File: config.mk
export PLATFORM = sky130hd
export DESIGN_NAME = mc_main_ctrl_flat
export DESIGN_NICKNAME = d
export VERILOG_FILES = /design/src/rtl/mc_main_ctrl_if.sv /design/src/rtl/mc_main_ctrl.sv /design/src/flat_wrapper.sv
export SDC_FILE = /design/constraint.sdc
export NUM_CORES = 1
export LEC_CHECK = 0
export CAP_MARGIN = 25
export CORE_MARGIN = 8
export CORE_UTILIZATION = 45
export DETAILED_ROUTE_END_ITERATION = 16
export GPL_ROUTABILITY_DRIVEN = 0
export HOLD_SLACK_MARGIN = 0.02
export PLACE_DENSITY = 0.78
export SYNTH_ARGS = -nofsm -noshare
export SYNTH_HDL_FRONTEND = slang
export SYNTH_SLANG_ARGS = --single-unit
File: constraint.sdc
create_clock -name clk -period 4.1 [get_ports clk]
set_clock_uncertainty 0.15 [all_clocks]
set_input_delay 0.41 -clock clk [delete_from_list [all_inputs] [get_ports clk]]
set_output_delay 0.41 -clock clk [all_outputs]
set_load 0.01 [all_outputs]
File: src/rtl/mc_main_ctrl_if.sv
// Memory-port bundle between the main control FSM (master) and the memory
// (slave): request/ready handshake plus address-select and access type.
interface mc_main_ctrl_if;
    logic       mem_req;
    logic       mem_ready;
    logic       iord;
    logic [1:0] memwrite;
    logic [2:0] readtype;

    modport master (output mem_req, iord, memwrite, readtype, input mem_ready);
    modport slave  (input mem_req, iord, memwrite, readtype, output mem_ready);
endinterface

File: src/rtl/mc_main_ctrl.sv
// Multicycle MIPS main control FSM with mem_req/mem_ready wait states and XLEN-gated 64-bit ops.
// Define MC_MAIN_CTRL_TRAP_EN to add the TRAP state, memory timeout counter and cause register.
module mc_main_ctrl #(
    parameter int XLEN    = 64,
    parameter int TIMEOUT = 16
) (
    input  logic           clk,
    input  logic           reset,
    input  logic [5:0]     op,
    mc_main_ctrl_if.master mem,
    output logic           pcwrite,
    output logic           irwrite,
    output logic           regwrite,
    output logic           branch,
    output logic           bne,
    output logic           memtoreg,
    output logic           regdst,
    output logic           alusrca,
    output logic [2:0]     alusrcb,
    output logic [1:0]     pcsrc,
    output logic [2:0]     aluop,
    output logic           epcwrite,
    output logic [1:0]     cause,
    output logic [4:0]     state_o
);

    typedef enum logic [4:0] {
        S_IF       = 5'd0,  S_ID       = 5'd1,  S_EX_LS    = 5'd2,  S_MEM_LD   = 5'd3,
        S_MEM_LWU  = 5'd4,  S_MEM_LW   = 5'd5,  S_MEM_LBU  = 5'd6,  S_MEM_LB   = 5'd7,
        S_WB_L     = 5'd8,  S_MEM_SD   = 5'd9,  S_MEM_SW   = 5'd10, S_MEM_SB   = 5'd11,
        S_EX_RTYPE = 5'd12, S_WB_RTYPE = 5'd13, S_EX_BEQ   = 5'd14, S_EX_BNE   = 5'd15,
        S_EX_J     = 5'd16, S_EX_ADDI  = 5'd17, S_EX_ANDI  = 5'd18, S_EX_ORI   = 5'd19,
        S_EX_SLTI  = 5'd20, S_EX_DADDI = 5'd21, S_WB_I     = 5'd22, S_TRAP     = 5'd23
    } state_e;

    localparam logic [5:0] OP_RTYPE = 6'b000000, OP_LD   = 6'b110111, OP_LWU  = 6'b100111;
    localparam logic [5:0] OP_LW    = 6'b100011, OP_LBU  = 6'b100100, OP_LB   = 6'b100000;
    localparam logic [5:0] OP_SD    = 6'b111111, OP_SW   = 6'b101011, OP_SB   = 6'b101000;
    localparam logic [5:0] OP_BEQ   = 6'b000100, OP_BNE  = 6'b000101, OP_J    = 6'b000010;
    localparam logic [5:0] OP_ADDI  = 6'b001000, OP_ANDI = 6'b001100, OP_ORI  = 6'b001101;
    localparam logic [5:0] OP_SLTI  = 6'b001010, OP_DADDI = 6'b011000;
    localparam bit         HAS64    = (XLEN == 64);

    state_e state_q, state_d;
    logic   mem_req;

`ifdef MC_MAIN_CTRL_TRAP_EN
    localparam state_e     ILL_NEXT = S_TRAP;
    localparam logic [7:0] WAIT_LIM = 8'(TIMEOUT - 1);

    logic [7:0] wait_q, wait_d;
    logic [1:0] cause_q, cause_d;
    logic       timeout;

    // The limit cycle only traps if memory is still not ready in it.
    assign timeout = mem_req && !mem.mem_ready && (wait_q == WAIT_LIM);

    always_comb begin
        wait_d  = wait_q;
        cause_d = cause_q;
        if (state_d != state_q)             wait_d = '0;
        else if (mem_req && !mem.mem_ready) wait_d = wait_q + 8'd1;
        if (state_d == S_TRAP && state_q != S_TRAP) cause_d = timeout ? 2'b10 : 2'b01;
    end

    always_ff @(posedge clk or posedge reset) begin
        if (reset) begin
            wait_q  <= '0;
            cause_q <= '0;
        end else begin
            wait_q  <= wait_d;
            cause_q <= cause_d;
        end
    end

    assign cause = cause_q;
`else
    localparam state_e ILL_NEXT = S_IF;

    if (TIMEOUT < 1 || TIMEOUT > 255) begin : g_timeout_out_of_range
    end

    assign cause = 2'b00;
`endif

    always_comb begin
        // NOTE: every signal written here gets a default first, so no path can infer a latch.
        state_d = state_q;
        case (state_q)
            S_IF: if (mem.mem_ready) state_d = S_ID;
            S_ID: begin
                state_d = ILL_NEXT;
                case (op)
                    OP_LW, OP_LWU, OP_LB, OP_LBU, OP_SW, OP_SB: state_d = S_EX_LS;
                    OP_LD, OP_SD: if (HAS64) state_d = S_EX_LS;
                    OP_RTYPE: state_d = S_EX_RTYPE;
                    OP_BEQ:   state_d = S_EX_BEQ;
                    OP_BNE:   state_d = S_EX_BNE;
                    OP_J:     state_d = S_EX_J;
                    OP_ADDI:  state_d = S_EX_ADDI;
                    OP_ANDI:  state_d = S_EX_ANDI;
                    OP_ORI:   state_d = S_EX_ORI;
                    OP_SLTI:  state_d = S_EX_SLTI;
                    OP_DADDI: if (HAS64) state_d = S_EX_DADDI;
                    default: ;
                endcase
            end
            S_EX_LS: begin
                case (op)
                    OP_LD:   state_d = S_MEM_LD;
                    OP_LWU:  state_d = S_MEM_LWU;
                    OP_LW:   state_d = S_MEM_LW;
                    OP_LBU:  state_d = S_MEM_LBU;
                    OP_LB:   state_d = S_MEM_LB;
                    OP_SD:   state_d = S_MEM_SD;
                    OP_SW:   state_d = S_MEM_SW;
                    OP_SB:   state_d = S_MEM_SB;
                    default: state_d = S_IF;
                endcase
            end
            S_MEM_LD, S_MEM_LWU, S_MEM_LW, S_MEM_LBU, S_MEM_LB:
                if (mem.mem_ready) state_d = S_WB_L;
            S_MEM_SD, S_MEM_SW, S_MEM_SB:
                if (mem.mem_ready) state_d = S_IF;
            S_EX_RTYPE: state_d = S_WB_RTYPE;
            S_EX_ADDI, S_EX_ANDI, S_EX_ORI, S_EX_SLTI, S_EX_DADDI: state_d = S_WB_I;
            default: state_d = S_IF;
        endcase
`ifdef MC_MAIN_CTRL_TRAP_EN
        if (timeout) state_d = S_TRAP;
`endif
    end

    always_ff @(posedge clk or posedge reset) begin
        // NOTE: sequential state uses non-blocking assignments so every register samples pre-edge values.
        if (reset) state_q <= S_IF;
        else       state_q <= state_d;
    end

    always_comb begin
        mem_req      = 1'b0;
        mem.iord     = 1'b0;
        mem.memwrite = 2'b00;
        mem.readtype = 3'b000;
        pcwrite      = 1'b0;
        irwrite      = 1'b0;
        regwrite     = 1'b0;
        branch       = 1'b0;
        bne          = 1'b0;
        memtoreg     = 1'b0;
        regdst       = 1'b0;
        alusrca      = 1'b0;
        alusrcb      = 3'b000;
        pcsrc        = 2'b00;
        aluop        = 3'b000;
        epcwrite     = 1'b0;
        case (state_q)
            S_IF: begin
                mem_req = 1'b1;
                alusrcb = 3'b001;
                irwrite = mem.mem_ready;
                pcwrite = mem.mem_ready;
            end
            S_ID:    alusrcb = 3'b011;
            S_EX_LS: begin alusrca = 1'b1; alusrcb = 3'b010; end
            S_MEM_LD:  begin mem_req = 1'b1; mem.iord = 1'b1; mem.readtype = 3'b100; end
            S_MEM_LWU: begin mem_req = 1'b1; mem.iord = 1'b1; mem.readtype = 3'b001; end
            S_MEM_LW:  begin mem_req = 1'b1; mem.iord = 1'b1; mem.readtype = 3'b000; end
            S_MEM_LBU: begin mem_req = 1'b1; mem.iord = 1'b1; mem.readtype = 3'b011; end
            S_MEM_LB:  begin mem_req = 1'b1; mem.iord = 1'b1; mem.readtype = 3'b010; end
            S_WB_L:    begin regwrite = 1'b1; memtoreg = 1'b1; end
            S_MEM_SD:  begin mem_req = 1'b1; mem.iord = 1'b1; mem.memwrite = 2'b11; end
            S_MEM_SW:  begin mem_req = 1'b1; mem.iord = 1'b1; mem.memwrite = 2'b01; end
            S_MEM_SB:  begin mem_req = 1'b1; mem.iord = 1'b1; mem.memwrite = 2'b10; end
            S_EX_RTYPE: begin alusrca = 1'b1; aluop = 3'b010; end
            S_WB_RTYPE: begin regwrite = 1'b1; regdst = 1'b1; end
            S_EX_BEQ:  begin alusrca = 1'b1; branch = 1'b1; pcsrc = 2'b01; aluop = 3'b001; end
            S_EX_BNE:  begin alusrca = 1'b1; bne = 1'b1; pcsrc = 2'b01; aluop = 3'b001; end
            S_EX_J:    begin pcwrite = 1'b1; pcsrc = 2'b10; end
            S_EX_ADDI:  begin alusrca = 1'b1; alusrcb = 3'b010; aluop = 3'b000; end
            S_EX_ANDI:  begin alusrca = 1'b1; alusrcb = 3'b011; aluop = 3'b100; end
            S_EX_ORI:   begin alusrca = 1'b1; alusrcb = 3'b100; aluop = 3'b100; end
            S_EX_SLTI:  begin alusrca = 1'b1; alusrcb = 3'b101; aluop = 3'b010; end
            S_EX_DADDI: begin alusrca = 1'b1; alusrcb = 3'b110; aluop = 3'b010; end
            S_WB_I:     regwrite = 1'b1;
`ifdef MC_MAIN_CTRL_TRAP_EN
            S_TRAP:     begin pcwrite = 1'b1; epcwrite = 1'b1; pcsrc = 2'b11; end
`endif
            default: ;
        endcase
    end

    assign mem.mem_req = mem_req;
    assign state_o     = state_q;

endmodule

File: src/flat_wrapper.sv
// flat-port wrapper written by rule: the top's interface ports become plain ports
module mc_main_ctrl_flat 
#(
    parameter int XLEN    = 64,
    parameter int TIMEOUT = 16
)
  (clk, reset, op, pcwrite, irwrite, regwrite, branch, bne, memtoreg, regdst, alusrca, alusrcb, pcsrc, aluop, epcwrite, cause, state_o, mem_mem_req, mem_iord, mem_memwrite, mem_readtype, mem_mem_ready);
  mc_main_ctrl_if mem_i ();
  input  logic clk;
  input  logic reset;
  input  logic [5:0] op;
  output logic pcwrite;
  output logic irwrite;
  output logic regwrite;
  output logic branch;
  output logic bne;
  output logic memtoreg;
  output logic regdst;
  output logic alusrca;
  output logic [2:0] alusrcb;
  output logic [1:0] pcsrc;
  output logic [2:0] aluop;
  output logic epcwrite;
  output logic [1:0] cause;
  output logic [4:0] state_o;
  output wire logic [$bits(mem_i.mem_req)-1:0] mem_mem_req;
  output wire logic [$bits(mem_i.iord)-1:0] mem_iord;
  output wire logic [$bits(mem_i.memwrite)-1:0] mem_memwrite;
  output wire logic [$bits(mem_i.readtype)-1:0] mem_readtype;
  input wire logic [$bits(mem_i.mem_ready)-1:0] mem_mem_ready;
  assign mem_mem_req = mem_i.mem_req;
  assign mem_iord = mem_i.iord;
  assign mem_memwrite = mem_i.memwrite;
  assign mem_readtype = mem_i.readtype;
  assign mem_i.mem_ready = mem_mem_ready;
  mc_main_ctrl #(.XLEN(XLEN), .TIMEOUT(TIMEOUT)) u_core (.clk(clk), .reset(reset), .op(op), .mem(mem_i), .pcwrite(pcwrite), .irwrite(irwrite), .regwrite(regwrite), .branch(branch), .bne(bne), .memtoreg(memtoreg), .regdst(regdst), .alusrca(alusrca), .alusrcb(alusrcb), .pcsrc(pcsrc), .aluop(aluop), .epcwrite(epcwrite), .cause(cause), .state_o(state_o));
endmodule
Word-level counts from Yosys, hierarchy flattened

Cells that the tools add are included.

Flip-flop bits (word level): 5
Input bits: 9
Logic and storage cells: 79

Equality and inequality tests: 41
Muxes and demuxes: 21
Reduce and logical (&&, ||, !) cells: 16

Operators by type and width:

| cell                                                                  | number |
|---|---|
| 5-bit case mux with 10 select lines                                   | 1 |
| 6-bit equality test, second input constant                            | 8 |
| 5-bit by 4-bit equality test with 1-bit output, second input constant | 8 |
| 5-bit equality test, second input constant                            | 7 |
| 5-bit case mux with 7 select lines                                    | 1 |
| 4-bit case mux with 8 select lines                                    | 1 |
| 6-bit by 4-bit equality test with 1-bit output, second input constant | 4 |
| 5-bit by 3-bit equality test with 1-bit output, second input constant | 4 |
| 3-bit case mux with 6 select lines                                    | 1 |
| 9-bit OR reduction                                                    | 2 |
| 8-bit OR reduction                                                    | 2 |
| 5-bit two-way mux                                                     | 3 |
| 6-bit by 3-bit equality test with 1-bit output, second input constant | 2 |
| 3-bit case mux with 4 select lines                                    | 1 |
| 5-bit by 2-bit equality test with 1-bit output, second input constant | 2 |
| 5-bit OR reduction                                                    | 2 |
| 1-bit two-way mux                                                     | 9 |
| 3-bit case mux with 3 select lines                                    | 1 |
| 3-bit OR reduction                                                    | 3 |
| 2-bit OR reduction                                                    | 4 |
| 6-bit by 2-bit equality test with 1-bit output, second input constant | 1 |
| 6-bit by 5-bit equality test with 1-bit output, second input constant | 1 |
| 6-bit logical NOT                                                     | 1 |
| 2-bit != test, second input constant                                  | 3 |
| 6 further kinds                                                       | 6 |

Logic depth before layout (Yosys ltp)

Gate-level depths: netlist of run 1.

Depth after elaboration: 4
Depth in mapped cells: 7
Depth with buffers taken out: 5

Worst setup path before layout of run 1

Ideal clock, no wire load.

Kind: flip-flop to output port
From: reg u_core.state_q[3] (netlist: u_core.state_o[3])
To: out pcsrc[1]
Data arrival time: 1.499 ns
Data required time: 3.540 ns
Slack: 2.041 ns
Stages on the path, launching flop included: 5
Buffers on the path: 2
Path through: dfrtp_1 buf_2 clkbuf_1 or2_1 nor4b_1

Word-level cells in the longest chain between the ends: 3
Elaborated cells between the ends (all ways): 5
Classes of those cells: eq/ne (3); mux (1); reduce/logical (1)

RTL lines:

| what                                           | line                | RTL |
|---|---|---|
| start, declared                                | mc_main_ctrl.sv:44  | `state_e state_q, state_d;` |
| start signal, assigned                         | mc_main_ctrl.sv:137 | `else state_q <= state_d;` |
| 5-bit by 4-bit equality test with 1-bit output | mc_main_ctrl.sv:157 | `case (state_q)` |
| 2-bit OR reduction (no line)                   | -                   |  |
| 2-bit case mux with 2 select lines *           | mc_main_ctrl.sv:157 |  |
| end, declared                                  | flat_wrapper.sv:21  | `output logic [1:0] pcsrc;` |

Every way passes the cells marked *; elsewhere a longest branch is shown, timed or not.

Final worst setup path of run 1

From: reg u_core.state_q[1] (netlist: u_core.state_o[1])
To: out mem_mem_req

Word-level cells in the longest chain between the ends: 3
Elaborated cells between the ends (all ways): 11
Classes of those cells: eq/ne (8); mux (1); reduce/logical (2)

RTL lines:

| what                                                                         | line                | RTL |
|---|---|---|
| 5-bit by 2-bit equality test with 1-bit output, or another cell as far along | mc_main_ctrl.sv:157 |  |
| 9-bit OR reduction (no line) *                                               | -                   |  |
| 1-bit two-way mux *                                                          | mc_main_ctrl.sv:157 |  |
| end, declared                                                                | flat_wrapper.sv:26  | `output wire logic [$bits(mem_i.mem_req)-1:0] mem_mem_req;` |

Marked as above.

==> flow_summary.yaml, run 1 <==
synth:
  synth_edf_count: 0
  yosysWarningCount: 0
  synthArstFlopShare_pct: 100.0
  seq_area_frac_synth_pct: 11.64
  syn_area_sq_um: 1075
  ys.flop_type: "dfrtp_1"
  synth_top_area_share_pct: 11.64
  synth_cell_types: 47
  netlist_instances: 174
  syn_avg_cell_area_sq_um: 6.177
  yosysTopAreaCell: "dfrtp_1"
  synthTopCellsByArea: "dfrtp_1 (12%), a21oi_1 (9.3%), nor2_1 (6.3%)"
  ys_seq_elements: 5
grt:
  grt-ovfl-total: 0
  grt_max_degree: 27
  grt_pass1_wl_mm: 5.520
  grt_usage_pct: 15.21
  antenna_found_initial: 0
  grt_pass1_vias: 1224
power_and_ir_drop:
  power_switching_share_pct: 49.53
  internal_power_mw: 0.3446
  leakagePower_nw: 0.5086
  peakVddDrop_uv: 287.6
  power.share.sequential_pct: 21.2
  p_clk_share_pct: 8.6
  combinationalPowerShare_pct: 70.2
  pwr_density_cell_nw_per_um2: 484.6
  switching_power_mw: 0.3381
finish:
  utilization_pct: 63.08
  syn_to_final_growth_pct: 31.08
  antenna_cells: 0
  nNetsFinal: 205
  drive_gt1_share_pct: 3.077
  largest_reg_flops: 5
detailed_routing:
  dr.max_layer_used: "met4"
  routedWlPerCell_um: 14.84
  drtIter0Drc: 55
  wl_met2_mm: 1.466
  ant_nets: 0
  viasPerCell: 5.996
  firstDrtPassIters: 4
  drc: 0
  wl_met3_um: 287
  wl_mm: 3.310
  vias: 1337
  wl_met1_mm: 1.500
placement:
  place_hpwl_mm: 2.500
  dp_worst_setup_slack_ns: 1.465
  numPortBuffers: 36
hold_path:
  min_path_type: "in -> async"
sta:
  fmax_mhz: 343.4
  setup-violations-final: 0
  max_slew_margin_pct: 50.84
  tightest_slew_ns: 0.7374
  period_minus_slack_ns: 2.912
  rsz0062_at_grt: "false"
  finalHoldViolations: 0
  fin_ws_ns: 1.188
  finalCritPeriodShare_pct: 71.03
  drv_slew: 0
  setup_tns_ns: 0
clock_tree:
  clk_path_buf_depth: 2
  clk_latency_ns: 0.25
  post_cts_buffers: 0
  cts_resized: 0
  cts_tree: "done"
  clkSlewWorstSetupHoldPaths_ns: 0.05
  cts_buffers: 3
  cts-root-buf: "clkbuf_4"
  htreeDepth: 1
  cts_hold_buffers: 0
  clock_sinks: 5
setup_path:
  startpoint_type: "flop"
  crit_arrival_ns: 2.35
  crit_chain: "inv_1, nand2_1, a21oi_1, o21a_1, nor2_1, clkdlybuf4s50_1"
  cp.required_ns: 3.54
  criticalPathCategory: "reg -> out"
  cp_slowest_stage_delay_ns: 0.66
  crit_path_top_delay_cell: "dfrtp_1"
  end_kind: "primary output"
  cp_max_fo: 18
die:
  pin_count: 40
  chipWidth_um: 64.87
  die_h_um: 64.87
  die-area_sq_um: 4208
  rows: 17
  core_area_sq_um: 2233
  initial_core_util_pct: 48.12
job:
  drv_cap: 0
status:
  outcome: "complete, no violations"
## worst paths after layout
| kind | startpoint | end | slack (ns) | cells after the start |
|---|---|---|---|---|
| setup / recovery | u_core.state_o[1]$_DFFE_PP0P_ | mem_mem_req | 1.19 | 6 |
| hold / removal | reset | u_core.state_o[4]$_DFFE_PP0P_ | 0.21 | 2 |
| setup reg to reg | u_core.state_o[0]$_DFFE_PP0P_ | u_core.state_o[0]$_DFFE_PP0P_ | 1.92 | 5 |
| hold reg to reg | u_core.state_o[1]$_DFFE_PP0P_ | u_core.state_o[2]$_DFFE_PP0P_ | 0.85 | 3 |
| max in group asynchronous | reset | u_core.state_o[1]$_DFFE_PP0P_ | 3.41 | 2 |
| min in group clk | u_core.state_o[1]$_DFFE_PP0P_ | u_core.state_o[2]$_DFFE_PP0P_ | 0.85 | 3 |
## area by class of cell
cell class	count	area, sq um
timing repair buffer	36	360.3
inverter	5	18.77
multi-input combinational	145	842.1
clock buffer	3	22.52
fill	219	824.5
sequential	5	125.1
clock inverter	1	5.005
tap	28	35.03
## layer usage
layer	up-vias	track usage, %
met5	-	0
met2	65	25.09
met3	7	2.234
met1	605	19.41
met4	0	5.722
li1	660	-
## logic make-up after synthesis
group | count (synthesis) | synth area share, %
compound gates | 53 | 30.97
other cells | 1 | 0.3489
xor+xnor | 5 | 4.075
flops | 5 | 11.64
buf+inv | 26 | 10.71
simple gates | 84 | 42.26
## critical path, delay by kind of cell, from the launching register on
| family | cells | cell delay [ns] |
|---|---|---|
| flops | 1 | 0.66 |
| compound gates | 2 | 0.32 |
| buf+inv | 2 | 0.84 |
| simple gates | 2 | 0.30 |
## cells in the mapped netlist, types with 2 or more instances
library cell	instances
a21oi_1	20
a2bb2oi_1	2
a31oi_1	4
and2_1	3
and3_1	3
and4_1	2
buf_2	4
buf_4	3
clkbuf_1	12
dfrtp_1	5
inv_1	5
nand2_1	13
nand2b_1	7
nand3_1	4
nand3b_1	2
nor2_1	18
nor2b_1	7
nor3_1	8
nor4_1	4
o211ai_1	3
o21a_1	2
o21ai_0	5
o21ai_1	3
o21bai_1	3
o32ai_1	2
or2_1	3
or3_1	4
xnor2_1	3
xor2_1	2
## stage by stage
stage | area, sq um | std cells | power (mW) | hold slack (ns)
after floorplan | 1082 | 176 | 0.4295 | 0.03852
after global placement | 1381 | 219 | 0.6172 | 0.4649
after detailed placement | 1381 | 219 | 0.6223 | 0.4809
after CTS | 1409 | 223 | 0.6827 | 0.2203
after global routing | 1409 | 223 | 0.7436 | 0.2453
final | 1409 | 223 | 0.6827 | 0.2107
## power by group through the flow
| stage | registers [mW] | clock network [mW] | logic (mW) |
|---|---|---|---|
| after floorplan | 0.0866 | 0 | 0.343 |
| after global placement | 0.142 | 0 | 0.475 |
| after global routing | 0.152 | 0.0634 | 0.528 |
| after detailed placement | 0.144 | 0 | 0.478 |
| after CTS | 0.143 | 0.0594 | 0.481 |
| final | 0.145 | 0.0587 | 0.479 |
## placed cells by master, fill, tap and decap left out, drive strengths merged, types with 3 or more instances in the layout
cell type / count
inv: 5
nor2b: 7
and2: 3
o21ai: 8
o211ai: 3
nor3: 8
or2: 3
nor4: 4
or3: 5
nand2b: 7
xnor2: 3
a21oi: 20
dfrtp: 5
clkbuf: 3
nor2: 18
nand2: 13
clkdlybuf4s50: 36
nand3: 4
and3: 3
a31oi: 4
o21bai: 3
conb: 3
Note: power is estimated with default switching activity, not from simulation.
==> run 2, diff against run 1 <==
--- a/config.mk
+++ b/config.mk
@@ -7,11 +7,11 @@
 export LEC_CHECK = 0
 export CAP_MARGIN = 25
 export CORE_MARGIN = 8
-export CORE_UTILIZATION = 45
+export CORE_UTILIZATION = 40
 export DETAILED_ROUTE_END_ITERATION = 16
 export GPL_ROUTABILITY_DRIVEN = 0
 export HOLD_SLACK_MARGIN = 0.02
-export PLACE_DENSITY = 0.78
+export PLACE_DENSITY = 0.73
 export SYNTH_ARGS = -nofsm -noshare
 export SYNTH_HDL_FRONTEND = slang
 export SYNTH_SLANG_ARGS = --single-unit
==> constraint.sdc (replaced) <==
create_clock -name clk -period 2.5 [get_ports clk]
set_clock_uncertainty 0.15 [all_clocks]
set_input_delay 0.25 -clock clk [delete_from_list [all_inputs] [get_ports clk]]
set_output_delay 0.25 -clock clk [all_outputs]
set_load 0.01 [all_outputs]
==> flow_summary.yaml, run 2 (synthesis gave the netlist of run 1 again) <==
status:
  outcome: "complete, no violations"
detailed_routing:
  routedWlPerCell_um: 15.13
  viasPerCell: 5.962
  ant_nets: 0
  drtIter0Drc: 136
  drc: 0
  vias: 1413
  wl_mm: 3.585
  firstDrtPassIters: 4
setup_path:
  end_kind: "primary output"
  r2r_start: "u_core.state_o[3]$_DFFE_PP0P_"
  r2r_setup_slack_ns: 0.40
  reg2reg_depth: 6
  crit_start: "u_core.state_o[1]$_DFFE_PP0P_"
  criticalPathCategory: "reg -> out"
  r2r_end: "u_core.state_o[0]$_DFFE_PP0P_"
  startpoint_type: "flop"
  crit_arrival_ns: 1.96
  cp_max_fo: 15
  critical_path.endpoint: "mem_mem_req"
  cp.required_ns: 2.10
clock_tree:
  htreeDepth: 1
  clk_path_buf_depth: 2
  cts_tree: "done"
  clkSlewWorstSetupHoldPaths_ns: 0.05
  clk_latency_ns: 0.25
  post_cts_buffers: 0
  cts_buffers: 3
  cts-root-buf: "clkbuf_4"
  clock_sinks: 5
finish:
  drive_gt1_share_pct: 9.662
  fillers: 244
  syn_to_final_growth_pct: 40.05
  antenna_cells: 0
  nNetsFinal: 217
  final_cell_mix: "clkdlybuf4s50_1 (36), a21oi_1 (20), nor2_1 (18)"
  final_common_cell: "clkdlybuf4s50_1"
  largest_reg_flops: 5
sta:
  rsz0062_at_grt: "false"
  period_minus_slack_ns: 2.362
  finalHoldViolations: 0
  fmax_mhz: 423.3
  finalCritPeriodShare_pct: 94.50
  drv_slew: 0
  hold_ws_ns: 0.05959
  setup-violations-final: 0
  setup_tns_ns: 0
die:
  core_area_sq_um: 2522
  chipWidth_um: 67.84
  initial_core_util_pct: 42.61
  pin_count: 40
  die-area_sq_um: 4602
  die_h_um: 67.84
  rows: 18
grt:
  grt_max_degree: 19
  grt-ovfl-total: 0
  grt_pass1_vias: 1269
  antenna_found_initial: 0
  grt_pass1_wl_mm: 5.658
  grt_usage_pct: 15.13
placement:
  numPortBuffers: 36
  place_hpwl_mm: 2.870
power_and_ir_drop:
  fin_total_pwr_mw: 1.203
  leakagePower_nw: 0.5635
  peakVddDrop_uv: 448.4
  pwr_density_cell_nw_per_um2: 798.9
job:
  drv_cap: 0
hold_path:
  min_path_type: "in -> async"
==> run 2: cell count changes in the layout (fill, tap and decap cells not counted), sizes merged <==
cell / change
buf: +12
clkbuf: +1
clkinv: -1
==> run 2: worst min-delay path by stage <==
stage | startpoint | end | slack, ns | cells after the start
6_report | reset | u_core.state_o[3]$_DFFE_PP0P_ | 0.06 | 2
5_1_grt | reset | u_core.state_o[3]$_DFFE_PP0P_ | 0.1 | 2
4_1_cts | reset | u_core.state_o[3]$_DFFE_PP0P_ | 0.07 | 2
3_5_place_dp | reset | u_core.state_o[0]$_DFFE_PP0P_ | 0.32 | 2
3_3_place_gp | reset | u_core.state_o[3]$_DFFE_PP0P_ | 0.32 | 2
2_1_floorplan | reset | u_core.state_o[0]$_DFFE_PP0P_ | -0.12 | 1
==> run 2: timing repair <==
item | in CTS | in global routing
hold buffers | 0 | 0
hold endpoints to repair | 0 | 0
gates resized for setup | 0 | 4
endpoints found under the setup margin | 0 | 6
==> run 2: cell type report <==
type / count / area (sq um) / area share [%]
Multi-Input combinational cell: 145 / 844.6 / 56.11
Timing Repair Buffer: 48 / 450.4 / 29.93
Sequential cell: 5 / 127.6 / 8.479
Tap cell: 30 / 37.54 / 2.494
Clock buffer: 4 / 26.28 / 1.746
Inverter: 5 / 18.77 / 1.247
==> run 2: critical path: stages, from the launching register on <==
cell	delay, ns
dfrtp_2	0.50
or2_1	0.26
nand3b_1	0.19
o21a_1	0.15
nor2_1	0.08
clkdlybuf4s50_1	0.54
==> run 2: metrics by stage <==
step / util [%] / cells / setup slack, ns / area, sq um
6_report: 59.67 / 237 / 0.1376 / 1505
5_1_grt: 59.67 / 237 / 0.01960 / 1505
4_1_cts: 59.47 / 237 / 0.008962 / 1500
3_5_place_dp: 58.43 / 233 / 0.2658 / 1474
3_3_place_gp: 58.43 / 233 / 0.3162 / 1474
2_1_floorplan: - / 176 / 0.6009 / 1082
==> run 2: power breakdown <==
group,total (mW),internal [mW],leakage [nW],switching [mW]
sequential,0.164,0.107,0.0636,0.0578
clock,0.0956,0.0604,0.0150,0.0351
combinational,0.943,0.459,0.485,0.483
total,1.20,0.626,0.564,0.576
==> run 2: layer usage <==
layer  share of wire, %  wire, um  GRT usage [%]
met1                 40      1440          16.54
met2                 50      1782          28.76
met3                8.0       287          1.307
met4                2.1        74          6.905
met5                  0         0              0
==> run 3, diff against run 2 <==
--- a/config.mk
+++ b/config.mk
@@ -6,6 +6,7 @@
 export NUM_CORES = 1
 export LEC_CHECK = 0
 export CAP_MARGIN = 25
+export CORE_ASPECT_RATIO = 2
 export CORE_MARGIN = 8
 export CORE_UTILIZATION = 40
 export DETAILED_ROUTE_END_ITERATION = 16
==> flow_summary.yaml, run 3 (synthesis gave the netlist of run 1 again) <==
status:
  outcome: "complete, no violations"
placement:
  placed_cell_area_sq_um: 1471
  dp_worst_setup_slack_ns: 0.2595
  place_hpwl_mm: 3.084
  numPortBuffers: 36
clock_tree:
  clkSlewWorstSetupHoldPaths_ns: 0.04
  clk_path_buf_depth: 2
  clock_sinks: 5
  clk_latency_ns: 0.22
  htreeDepth: 1
  cts_hold_buffers: 0
  cts_tree: "done"
  cts_buffers: 3
  cts-root-buf: "clkbuf_8"
die:
  die_h_um: 89.31
  initial_core_util_pct: 41.82
  core_area_sq_um: 2570
  pin_count: 40
  die-area_sq_um: 4702
  rows: 26
  chipWidth_um: 52.66
setup_path:
  r2r_start: "u_core.state_o[2]$_DFFE_PP0P_"
  cp.required_ns: 2.10
  cp_slowest_stage_delay_ns: 0.56
  r2r_end: "u_core.state_o[0]$_DFFE_PP0P_"
  startpoint_type: "flop"
  crit_path_top_delay_cell: "clkdlybuf4s50_1"
  cp_max_fo: 11
  criticalPathCategory: "reg -> out"
  end_kind: "primary output"
  crit_chain: "buf_4, nand3b_1, o21a_1, nor2_1, clkdlybuf4s50_1"
  critical_path.endpoint: "mem_mem_req"
  r2r_setup_slack_ns: 0.58
  crit_arrival_ns: 1.97
  crit_start: "u_core.state_o[2]$_DFFE_PP0P_"
  reg2reg_depth: 5
grt:
  grt_usage_pct: 15.57
  grt_max_degree: 19
  grt-ovfl-total: 0
  met3_usage_pct: 1.833
  grt_pass1_vias: 1358
  grt_pass1_wl_mm: 5.851
  busiest_layer: "met2"
  met1_usage_pct: 13.45
  use_met2_pct: 31.49
  antenna_found_initial: 0
detailed_routing:
  firstDrtPassIters: 4
  vias: 1423
  wl_mm: 3.728
  routedWlPerCell_um: 15.86
  drc: 0
  viasPerCell: 6.055
  drtIter0Drc: 51
  ant_nets: 0
finish:
  final_common_cell: "clkdlybuf4s50_1"
  largest_reg_flops: 5
  final_cell_area_sq_um: 1521
  syn_to_final_growth_pct: 41.56
  drive_gt1_share_pct: 9.662
  final_cell_mix: "clkdlybuf4s50_1 (36), a21oi_1 (20), nor2_1 (18)"
  antenna_cells: 0
  nNetsFinal: 217
hold_path:
  min_path_type: "in -> async"
power_and_ir_drop:
  switching_power_mw: 0.5807
  power.share.sequential_pct: 14.8
  pwr_density_cell_nw_per_um2: 831.2
  combinationalPowerShare_pct: 73.5
  peakVddDrop_uv: 429.6
  internal_power_mw: 0.6840
  power_switching_share_pct: 45.91
  p_clk_share_pct: 11.7
  leakagePower_nw: 0.5714
sta:
  fmax_mhz: 422.7
  drv_slew: 0
  hold_ws_ns: 0.09219
  finalCritPeriodShare_pct: 94.63
  rsz0062_at_grt: "false"
  fin_ws_ns: 0.1344
  period_minus_slack_ns: 2.366
  tightest_slew_ns: 0.5636
  max_slew_margin_pct: 62.31
  finalHoldViolations: 0
  setup_tns_ns: 0
  setup-violations-final: 0
job:
  drv_cap: 0
==> run 3: cell count changes in the layout (fill, tap and decap cells not counted) <==
cell      delta
clkbuf_4     -3
clkbuf_8     +3
nand2b_1     +1
nand2b_2     -1
nor2b_1      -1
nor2b_2      +1
o21ai_0      +1
o21ai_1      -1
==> run 3: critical path, delay by kind of cell (launching register included) <==
| kind | cells | cell delay [ns] |
|---|---|---|
| DFF | 1 | 0.48 |
| and+or+nand+nor | 2 | 0.33 |
| AOI/OAI and AO/OA | 1 | 0.16 |
| buffers and inverters | 2 | 0.78 |
==> run 3: cell type report <==
class | count | area [sq um]
clock buffer | 4 | 45.04
fill | 273 | 1049
multi-input combinational | 145 | 844.6
sequential | 5 | 127.6
tap | 28 | 35.03
timing repair buffer | 48 | 450.4
inverter | 5 | 18.77
==> run 3: metal layers <==
metal	up-vias	part of all wire [%]
met4	0	3.3
met2	54	58
li1	687	-
met5	-	0
met3	14	4.3
met1	668	34
==> run 3: power by group through the flow <==
stage | Combinational [mW] | Clock [mW] | Sequential (mW)
2_1_floorplan | 0.562 | 0 | 0.142
3_3_place_gp | 0.919 | 0 | 0.178
3_5_place_dp | 0.928 | 0 | 0.182
4_1_cts | 0.931 | 0.151 | 0.180
5_1_grt | 1.01 | 0.158 | 0.193
6_report | 0.930 | 0.148 | 0.187
==> run 3: what timing repair did <==
item,CTS,global route
gates resized for setup,0,3
buffers inserted,0,0
endpoints found under the setup margin,0,7
==> run 3: worst min-delay path by stage <==
stage / from / endpoint / slack [ns] / depth (start not counted)
3_5_place_dp: reset / u_core.state_o[1]$_DFFE_PP0P_ / 0.32 / 2
2_1_floorplan: reset / u_core.state_o[0]$_DFFE_PP0P_ / -0.12 / 1
5_1_grt: reset / u_core.state_o[4]$_DFFE_PP0P_ / 0.11 / 2
6_report: reset / u_core.state_o[4]$_DFFE_PP0P_ / 0.09 / 2
3_3_place_gp: reset / u_core.state_o[3]$_DFFE_PP0P_ / 0.30 / 2
4_1_cts: reset / u_core.state_o[4]$_DFFE_PP0P_ / 0.09 / 2
==> run 3: metrics by stage <==
stage,instances,util (%),power (mW)
CTS,235,59.01,1.262
floorplan,176,-,0.7043
finish,235,59.20,1.265
detailed placement,231,57.25,1.110
global route,235,59.20,1.366
global placement,231,57.25,1.097
